$ cat config.mk
export PLATFORM = sky130hd
export DESIGN_NAME = audio_dac_serializer
export DESIGN_NICKNAME = d
export VERILOG_FILES = /design/src/rtl/audio_dac_serializer.sv
export SDC_FILE = /design/constraint.sdc
export NUM_CORES = 1
export LEC_CHECK = 0
export ABC_AREA = 1
export CAP_MARGIN = 20
export CORE_MARGIN = 5
export CORE_UTILIZATION = 30
export CTS_BUF_LIST = sky130_fd_sc_hd__clkbuf_8
export DETAILED_ROUTE_END_ITERATION = 10
export PLACE_DENSITY = 0.55
export SYNTH_ARGS = -nofsm -noshare
export SYNTH_HDL_FRONTEND = slang
export SYNTH_SLANG_ARGS = --single-unit
$ cat constraint.sdc
create_clock -name CLOCK_50 -period 4.7 [get_ports CLOCK_50]
set_input_delay 0.94 -clock CLOCK_50 [delete_from_list [all_inputs] [get_ports CLOCK_50]]
set_output_delay 0.94 -clock CLOCK_50 [all_outputs]
set_load 0.02 [all_outputs]
$ cat src/rtl/audio_dac_serializer.sv
// Stereo sample FIFO feeding a left-justified, MSB-first serial DAC output.
// BCLK and LRCK come from the CODEC and are resynchronized onto CLOCK_50.
module audio_dac_serializer #(
    parameter int DATA_W     = 24,
    parameter int FIFO_DEPTH = 8
) (
    input  logic                          CLOCK_50,
    input  logic                          reset_n,
    input  logic                          write,
    input  logic [DATA_W-1:0]             writedata_left,
    input  logic [DATA_W-1:0]             writedata_right,
    output logic                          write_ready,
    input  logic                          AUD_BCLK,
    input  logic                          AUD_DACLRCK,
    output logic                          AUD_DACDAT,
    output logic [$clog2(FIFO_DEPTH):0]   fifo_count,
    output logic                          underflow,
    output logic                          overflow
);

    localparam int AW = $clog2(FIFO_DEPTH);
    localparam int NW = AW + 1;
    localparam int CW = $clog2(DATA_W + 1);

    typedef enum logic [1:0] {SYNC, LEFT, RIGHT} state_t;

    state_t              state;
    logic [1:0]          bclk_sync;
    logic [1:0]          lrck_sync;
    logic                bclk_prev;
    logic                lrck_sampled;
    logic                bclk_fall;
    logic                lr_rise;
    logic                lr_fall;

    logic [2*DATA_W-1:0] mem [FIFO_DEPTH];
    logic [AW:0]         wr_ptr;
    logic [AW:0]         rd_ptr;
    logic                fifo_empty;
    logic                push;
    logic                pop;
    logic [2*DATA_W-1:0] head;

    logic [DATA_W-1:0]   shreg;
    logic [DATA_W-1:0]   right_hold;
    logic [DATA_W-1:0]   load_word;
    logic [CW-1:0]       bit_cnt;

    always_ff @(posedge CLOCK_50 or negedge reset_n) begin
        if (!reset_n) begin
            bclk_sync    <= '0;
            lrck_sync    <= '0;
            bclk_prev    <= 1'b0;
            lrck_sampled <= 1'b0;
        end else begin
            bclk_sync <= {bclk_sync[0], AUD_BCLK};
            lrck_sync <= {lrck_sync[0], AUD_DACLRCK};
            bclk_prev <= bclk_sync[1];
            if (bclk_fall)
                lrck_sampled <= lrck_sync[1];
        end
    end

    // LRCK only matters at BCLK falling edges, where the CODEC changes it.
    assign bclk_fall = bclk_prev & ~bclk_sync[1];
    assign lr_rise   = bclk_fall &  lrck_sync[1] & ~lrck_sampled;
    assign lr_fall   = bclk_fall & ~lrck_sync[1] &  lrck_sampled;

    assign fifo_empty  = (wr_ptr == rd_ptr);
    assign write_ready = (fifo_count != NW'(FIFO_DEPTH));
    assign push        = write & write_ready;
    assign pop         = lr_rise & ~fifo_empty;
    assign head        = mem[rd_ptr[AW-1:0]];

    always_ff @(posedge CLOCK_50) begin
        if (push)
            mem[wr_ptr[AW-1:0]] <= {writedata_left, writedata_right};
    end

    always_ff @(posedge CLOCK_50 or negedge reset_n) begin
        if (!reset_n) begin
            wr_ptr     <= '0;
            rd_ptr     <= '0;
            fifo_count <= '0;
            overflow   <= 1'b0;
        end else begin
            if (push)
                wr_ptr <= wr_ptr + NW'(1);
            if (pop)
                rd_ptr <= rd_ptr + NW'(1);
            fifo_count <= fifo_count + NW'(push) - NW'(pop);
            if (write && !write_ready)
                overflow <= 1'b1;
        end
    end

    // An empty FIFO at frame start sends silence on both channels.
    always_comb begin
        load_word = right_hold;
        if (lr_rise)
            load_word = fifo_empty ? '0 : head[2*DATA_W-1:DATA_W];
    end

    always_ff @(posedge CLOCK_50 or negedge reset_n) begin
        if (!reset_n) begin
            state      <= SYNC;
            AUD_DACDAT <= 1'b0;
            shreg      <= '0;
            right_hold <= '0;
            bit_cnt    <= '0;
            underflow  <= 1'b0;
        end else begin
            underflow <= 1'b0;
            if (lr_rise) begin
                state      <= LEFT;
                right_hold <= fifo_empty ? '0 : head[DATA_W-1:0];
                underflow  <= fifo_empty;
                AUD_DACDAT <= load_word[DATA_W-1];
                shreg      <= {load_word[DATA_W-2:0], 1'b0};
                bit_cnt    <= CW'(DATA_W - 1);
            end else if (lr_fall && state == LEFT) begin
                state      <= RIGHT;
                AUD_DACDAT <= load_word[DATA_W-1];
                shreg      <= {load_word[DATA_W-2:0], 1'b0};
                bit_cnt    <= CW'(DATA_W - 1);
            end else if (bclk_fall && state != SYNC) begin
                // shreg holds the bits still to be sent, next one in the MSB
                if (bit_cnt != '0) begin
                    AUD_DACDAT <= shreg[DATA_W-1];
                    shreg      <= {shreg[DATA_W-2:0], 1'b0};
                    bit_cnt    <= bit_cnt - CW'(1);
                end else begin
                    AUD_DACDAT <= 1'b0;
                end
            end
        end
    end

endmodule

==> metrics, run 1 <==
Fin. Hold Viols=0; gr usage total=13.2%; slew at the pin closest to its max-slew limit=1.14 ns; Core Rows=91; CTS max path bufs=3; Design Power=12.5 mW; Die ar.=66700 µm²; crit path launch=rd_ptr[1]; most frequent cells in the layout=edfxtp_1, nand2_1, nand3_1; status=finished clean; CP Launch Type=flop; Placed Area=19900 µm²; Reg2Reg Setup Slack=1.76 ns; minimum clock period after layout=2.94 ns; CP required=5.23 ns; Lkg Pwr=7.76 nW; final HPWL from detailed placement=23600 µm; Max Cap Viol=0; layout cell share with drive strength beyond 1=8.90%; Worst R2R Path Depth=13; Worst EP arrival=3.46 ns; Pre-antenna DRT Iters=5; first-pass GRT wire length=69100 µm; Fillers=5907; vias in the first global route=11.9k; RSZ-0062 raised after global routing=false; Syn Nets=1626; total grt overflow=0; core footprint=61400 µm²; CP max-delay cell=dfrtp_4; Worst Skew=0.0246 ns; Starting DRT DRC Count=769; TritonCTS clock tree=built; routed len/inst=17.8 µm; PD cells=587 nW/µm²; Total Wirelength=44300 µm; final max-slew violation count=0; crit-path max FO=57; YS warnings=0; critical-path cell list=inv_1, nand2_1, nand2_1, a21oi_2, nand2_4, nand2_2, inv_2, ha_1, inv_1, ha_1, inv_1, fa_1, xnor2_1; RR Endpoint=fifo_count[2]; Final Cycle Share=62.5%; initial antenna violation count=2; Synth Register Bits=459; Yosys cell types=33; final setup vio count=0; # hold bufs at CTS=0; launching point of the worst reg2reg path=rd_ptr[1]; Post-DRT Antenna Nets=0; H-tree depth=3; PortBufs=60; CP max stage delay=0.90 ns; drt drc=0; most common cell after layout, fill and taps aside=edfxtp_1; via density per instance=4.74; Num CTS Buffers=80; # clock sinks=459; Post-Syn Area per Cell=11.8 µm²; Seq/Total Area, Yosys=72.5%; type of the most critical hold path=in2async; Clock Tree Root=clkbuf_8; Skew-Pair Late Insertion Delay=0.66 ns; Chip Width=258 µm; max_slew headroom=24.2%; Mapped Cells=1564; Final Net Count=1697; achievable frequency=0.341 GHz; Worst Setup EP=fifo_count[2]; number of post-CTS setup repair buffers=0; Setup crit end kind=flop; setup_tns=0 ns; Starting Density=30.1%; cell area after layout=21300 µm²; RD Place Congestion=0.761; number of cells upsized or downsized after cts=0; io pins=61; P&R area growth vs syn=15.3%; largest net degree at the start of global routing=194; Worst path most repeated cell=inv_1; critical path class=reg2reg; Die H=258 µm; via count=11.8k; Clock transition at path regs=0.06 ns; Synth Cell Area=18500 µm²; maximum VDD drop=0.470 mV
## area by class of cell
cell class	instances	area (µm²)	area share, %
clock inverter	62	307	1.44
inverter	49	186	0.874
antenna	2	5.00	0.0235
clock buffer	82	1130	5.29
sequential	459	13400	62.9
multi-input combinational	963	4480	21.0
tap	790	988	4.63
timing repair buffer	82	833	3.90
## sequential cells by signal, summed over array words and instances, names as in the netlist
| register | count |
|---|---|
| mem | 384 |
| right_hold | 24 |
| shreg | 23 |
| bit_cnt | 5 |
| fifo_count | 4 |
| rd_ptr | 4 |
| wr_ptr | 4 |
| bclk_sync | 2 |
| lrck_sync | 2 |
| state | 2 |
| AUD_DACDAT | 1 |
| bclk_prev | 1 |
| lrck_sampled | 1 |
| overflow | 1 |
| underflow | 1 |
## logic make-up after synthesis
family / synth area share, %
compound gates: 6.21
flops: 72.5
fa+ha+maj: 0.649
simple gates: 16.6
xor+xnor: 0.426
buf+inv: 3.67
## worst min path at each step
stage                   end  cells after the start  slack [ns]
2_1_floorplan  bclk_sync[1]                      0        0.33
3_3_place_gp   lrck_sync[1]                      0        0.34
4_1_cts        bclk_sync[1]                      0        0.37
5_1_grt            overflow                      1         0.1
6_report           overflow                      1        0.13
3_5_place_dp   bclk_sync[1]                      0        0.34
## stage by stage
stage,setup WS [ns],hold WS [ns],utilization [%],instances
3_3_place_gp,1.35,0.341,32.4,2342
3_5_place_dp,1.31,0.343,32.4,2342
5_1_grt,1.55,0.0959,34.8,2489
2_1_floorplan,0.921,0.331,-,1564
6_report,1.76,0.127,34.8,2489
4_1_cts,1.71,0.365,34.7,2486
## critical path, delay by kind of cell, from the launching register on
kind	cells	cell delay (ns)
flip-flops	1	0.90
XOR/XNOR	1	0.14
adder cells (fa/ha/maj)	3	0.82
AO/OA/AOI/OAI	1	0.15
AND/OR/NAND/NOR	4	0.51
buffers and inverters	4	0.29
## metal layers
layer  vias up  wire length, µm  global-route usage, %
li1       5624                -                      -
met1      5805            19500                   17.2
met2       284            21600                   21.8
met3        76             2050                   2.46
met4         0             1140                   5.33
met5         -                0                      0
## power breakdown
part           internal, mW  leakage (nW)  switching, mW
Sequential             5.23          4.35          0.383
Combinational          1.10          2.58           2.53
Clock                  1.69         0.834           1.61
## cell usage after synthesis
library cell	n	area [µm²]
or2_2	2	12.5
nand2_2	3	18.8
inv_1	44	165
o211ai_1	48	360
nand4_1	1	6.26
nand3_1	194	971
o2111ai_1	1	8.76
xnor2_1	3	26.3
clkbuf_1	29	109
buf_1	9	33.8
a31oi_1	1	6.26
a31o_2	1	8.76
xor2_1	6	52.6
nor2_1	191	717
edfxtp_1	384	11500
buf_2	36	180
a21oi_2	1	8.76
o21ai_1	2	10.0
nand3_2	1	10.0
clkinv_1	1	3.75
a21oi_1	48	240
fa_1	1	20.0
inv_2	4	15.0
nor3_1	1	5.00
ha_1	8	100
buf_4	11	82.6
o21ai_0	101	505
nor2_2	1	6.26
buf_6	8	90.1
nor2_4	1	11.3
dfrtp_1	75	1880
nand2_1	346	1300
nand2_4	1	11.3
Note: power is estimated with default switching activity, not from simulation.
==> run 2, diff against run 1 <==
Clock period 4.7 ns to 2.8 ns, I/O delays scaled along.
==> run 2 against run 1 <==
Sequential power up 63%; cell count up 0.52%; sequential share of layout area down 0.73 points; largest power group unchanged; non-clock buffer count up 12; first-iteration DRC count up 22%; via count down 0.70%; routed wire length down 1.3%; global-route usage down 0.17 points; cell area up 1.2%.
==> metrics, run 2 (synthesized netlist as in run 1, its figures left out) <==
Post-DRT Antenna Nets=0 (unchanged); CP Launch Type=flop; first-pass GRT wire length=68400 µm (-1.0%); final max-slew violation count=0 (unchanged); RD Place Congestion=0.746 (-2.0%); io pins=61 (unchanged); TritonCTS clock tree=built; PD cells=984 nW/µm² (+68%); placed insts=2353 (+0.47%); type of the most critical hold path=reg2reg; core footprint=61400 µm² (unchanged); Final Net Count=1707 (+0.59%); H-tree depth=3 (unchanged); Setup crit end kind=primary output; Worst EP arrival=1.92 ns (-1.54 ns); Chip Width=258 µm (unchanged); gr usage total=13.0% (-0.17 points); Worst R2R Path Depth=12 (-1); final HPWL from detailed placement=23400 µm (-1.1%); Fin. Hold Viols=0 (unchanged); drt drc=0 (unchanged); Starting DRT DRC Count=938 (+22%); via density per instance=4.68 (-1.2%); Clock Tree Root=clkbuf_8; most frequent cells in the layout=edfxtp_1, nand2_1, nand3_1; final cell count without fillers=2502 (+0.52%); maximum VDD drop=0.746 mV (+59%); crit path launch=fifo_count[2]; CP required=2.24 ns (-2.99 ns); initial antenna violation count=2 (unchanged); slew at the pin closest to its max-slew limit=1.16 ns (+0.0202 ns); achievable frequency=0.404 GHz; Pre-antenna DRT Iters=5 (unchanged); Starting Density=30.1% (unchanged); max_slew headroom=22.9% (-1.3 points); largest net degree at the start of global routing=195 (+0.52%); Worst Skew=0.0272 ns (+0.00260 ns); layout cell share with drive strength beyond 1=9.35% (+0.45 points); Largest register FFs=384 (unchanged); CP max-delay cell=clkdlybuf4s50_1; most common cell after layout, fill and taps aside=edfxtp_1; Clock transition at path regs=0.06 ns (about the same); CTS max path bufs=3 (unchanged); status=finished clean; CP max stage delay=0.60 ns (-0.30 ns); crit-path max FO=2 (-96%); Die ar.=66700 µm² (unchanged); Final Cycle Share=88.5%; Layout Utilization=35.2% (+0.41 points); Worst Setup EP=write_ready; minimum clock period after layout=2.48 ns; total grt overflow=0 (unchanged); vias in the first global route=11.6k (-2.2%); # clock sinks=459 (unchanged); Core Rows=91 (unchanged); final setup vio count=0 (unchanged); P&R area growth vs syn=16.7%; Reg2Reg Setup Slack=0.61 ns (-1.15 ns); Skew-Pair Late Insertion Delay=0.63 ns (-0.03 ns); via count=11.7k (-0.70%); critical path class=reg2out; number of post-CTS setup repair buffers=0 (unchanged); launching point of the worst reg2reg path=rd_ptr[0]; Max Cap Viol=0 (unchanged); Num CTS Buffers=78 (-2.5%); critical-path cell list=inv_1, ha_1, nand2_1, clkdlybuf4s50_1; Lkg Pwr=7.86 nW (+1.2%); Die H=258 µm (unchanged); routed len/inst=17.5 µm (-1.8%); PortBufs=60 (unchanged); RSZ-0062 raised after global routing=false; RR Endpoint=fifo_count[2]; Total Wirelength=43700 µm (-1.3%)
-- run 2: how the worst min path moves through the flow --
| stage | startpoint | cells past startpoint | endpoint | slack, ns |
|---|---|---|---|---|
| 2_1_floorplan | reset_n | 0 | AUD_DACDAT | 0.26 |
| 3_3_place_gp | bclk_sync[0] | 0 | bclk_sync[1] | 0.36 |
| 3_5_place_dp | lrck_sync[0] | 0 | lrck_sync[1] | 0.34 |
| 4_1_cts | AUD_DACLRCK | 1 | lrck_sync[0] | 0.31 |
| 5_1_grt | AUD_DACLRCK | 1 | lrck_sync[0] | 0.35 |
| 6_report | bclk_sync[0] | 0 | bclk_sync[1] | 0.36 |
-- run 2: repair_timing --
item | CTS | global route
resized for setup | 0 | 0
endpoints found under the setup margin | 0 | 0
hold endpoints to repair | 41 | 0
hold buffers | 1 | 0
-- run 2: power by group --
group	internal [mW]	leakage (nW)	switching [mW]	total (mW)
registers	8.76	4.35	0.401	9.16
clock network	2.98	0.843	2.64	5.62
logic	2.00	2.67	4.46	6.46
-- run 2: final cells by class --
class,count,area (µm²)
Antenna cell,1,2.50
Clock buffer,85,1170
Sequential cell,459,13400
Fill cell,5851,39800
Tap cell,790,988
Timing Repair Buffer,94,1040
Multi-Input combinational cell,963,4480
Inverter,49,186
Clock inverter,61,309
-- run 2: per-layer routing --
layer	track usage (%)	vias up	wire length (µm)
li1	-	5645	-
met1	17.4	5721	19700
met2	21.5	268	21200
met3	2.52	71	2020
met4	4.18	2	894
met5	0	-	7
-- run 2: through the flow --
| stage | setup slack, ns | setup TNS [ns] | power [mW] | hold slack [ns] | cell area [µm²] |
|---|---|---|---|---|---|
| detailed placement | 0.273 | 0 | 15.8 | 0.339 | 20100 |
| finish | 0.323 | 0 | 21.2 | 0.356 | 21600 |
| global placement | 0.284 | 0 | 15.7 | 0.364 | 20100 |
| floorplan | -0.197 | -63.73 | 13.7 | 0.264 | 18500 |
| global route | 0.199 | 0 | 22.7 | 0.350 | 21600 |
| CTS | 0.232 | 0 | 21.6 | 0.312 | 21600 |
-- run 2: worst max-delay path: cells and delay by family (launching register included) --
kind	cells	cell delay [ns]
simple gates	1	0.08
buf+inv	2	0.66
fa+ha+maj	1	0.20
flops	1	0.34
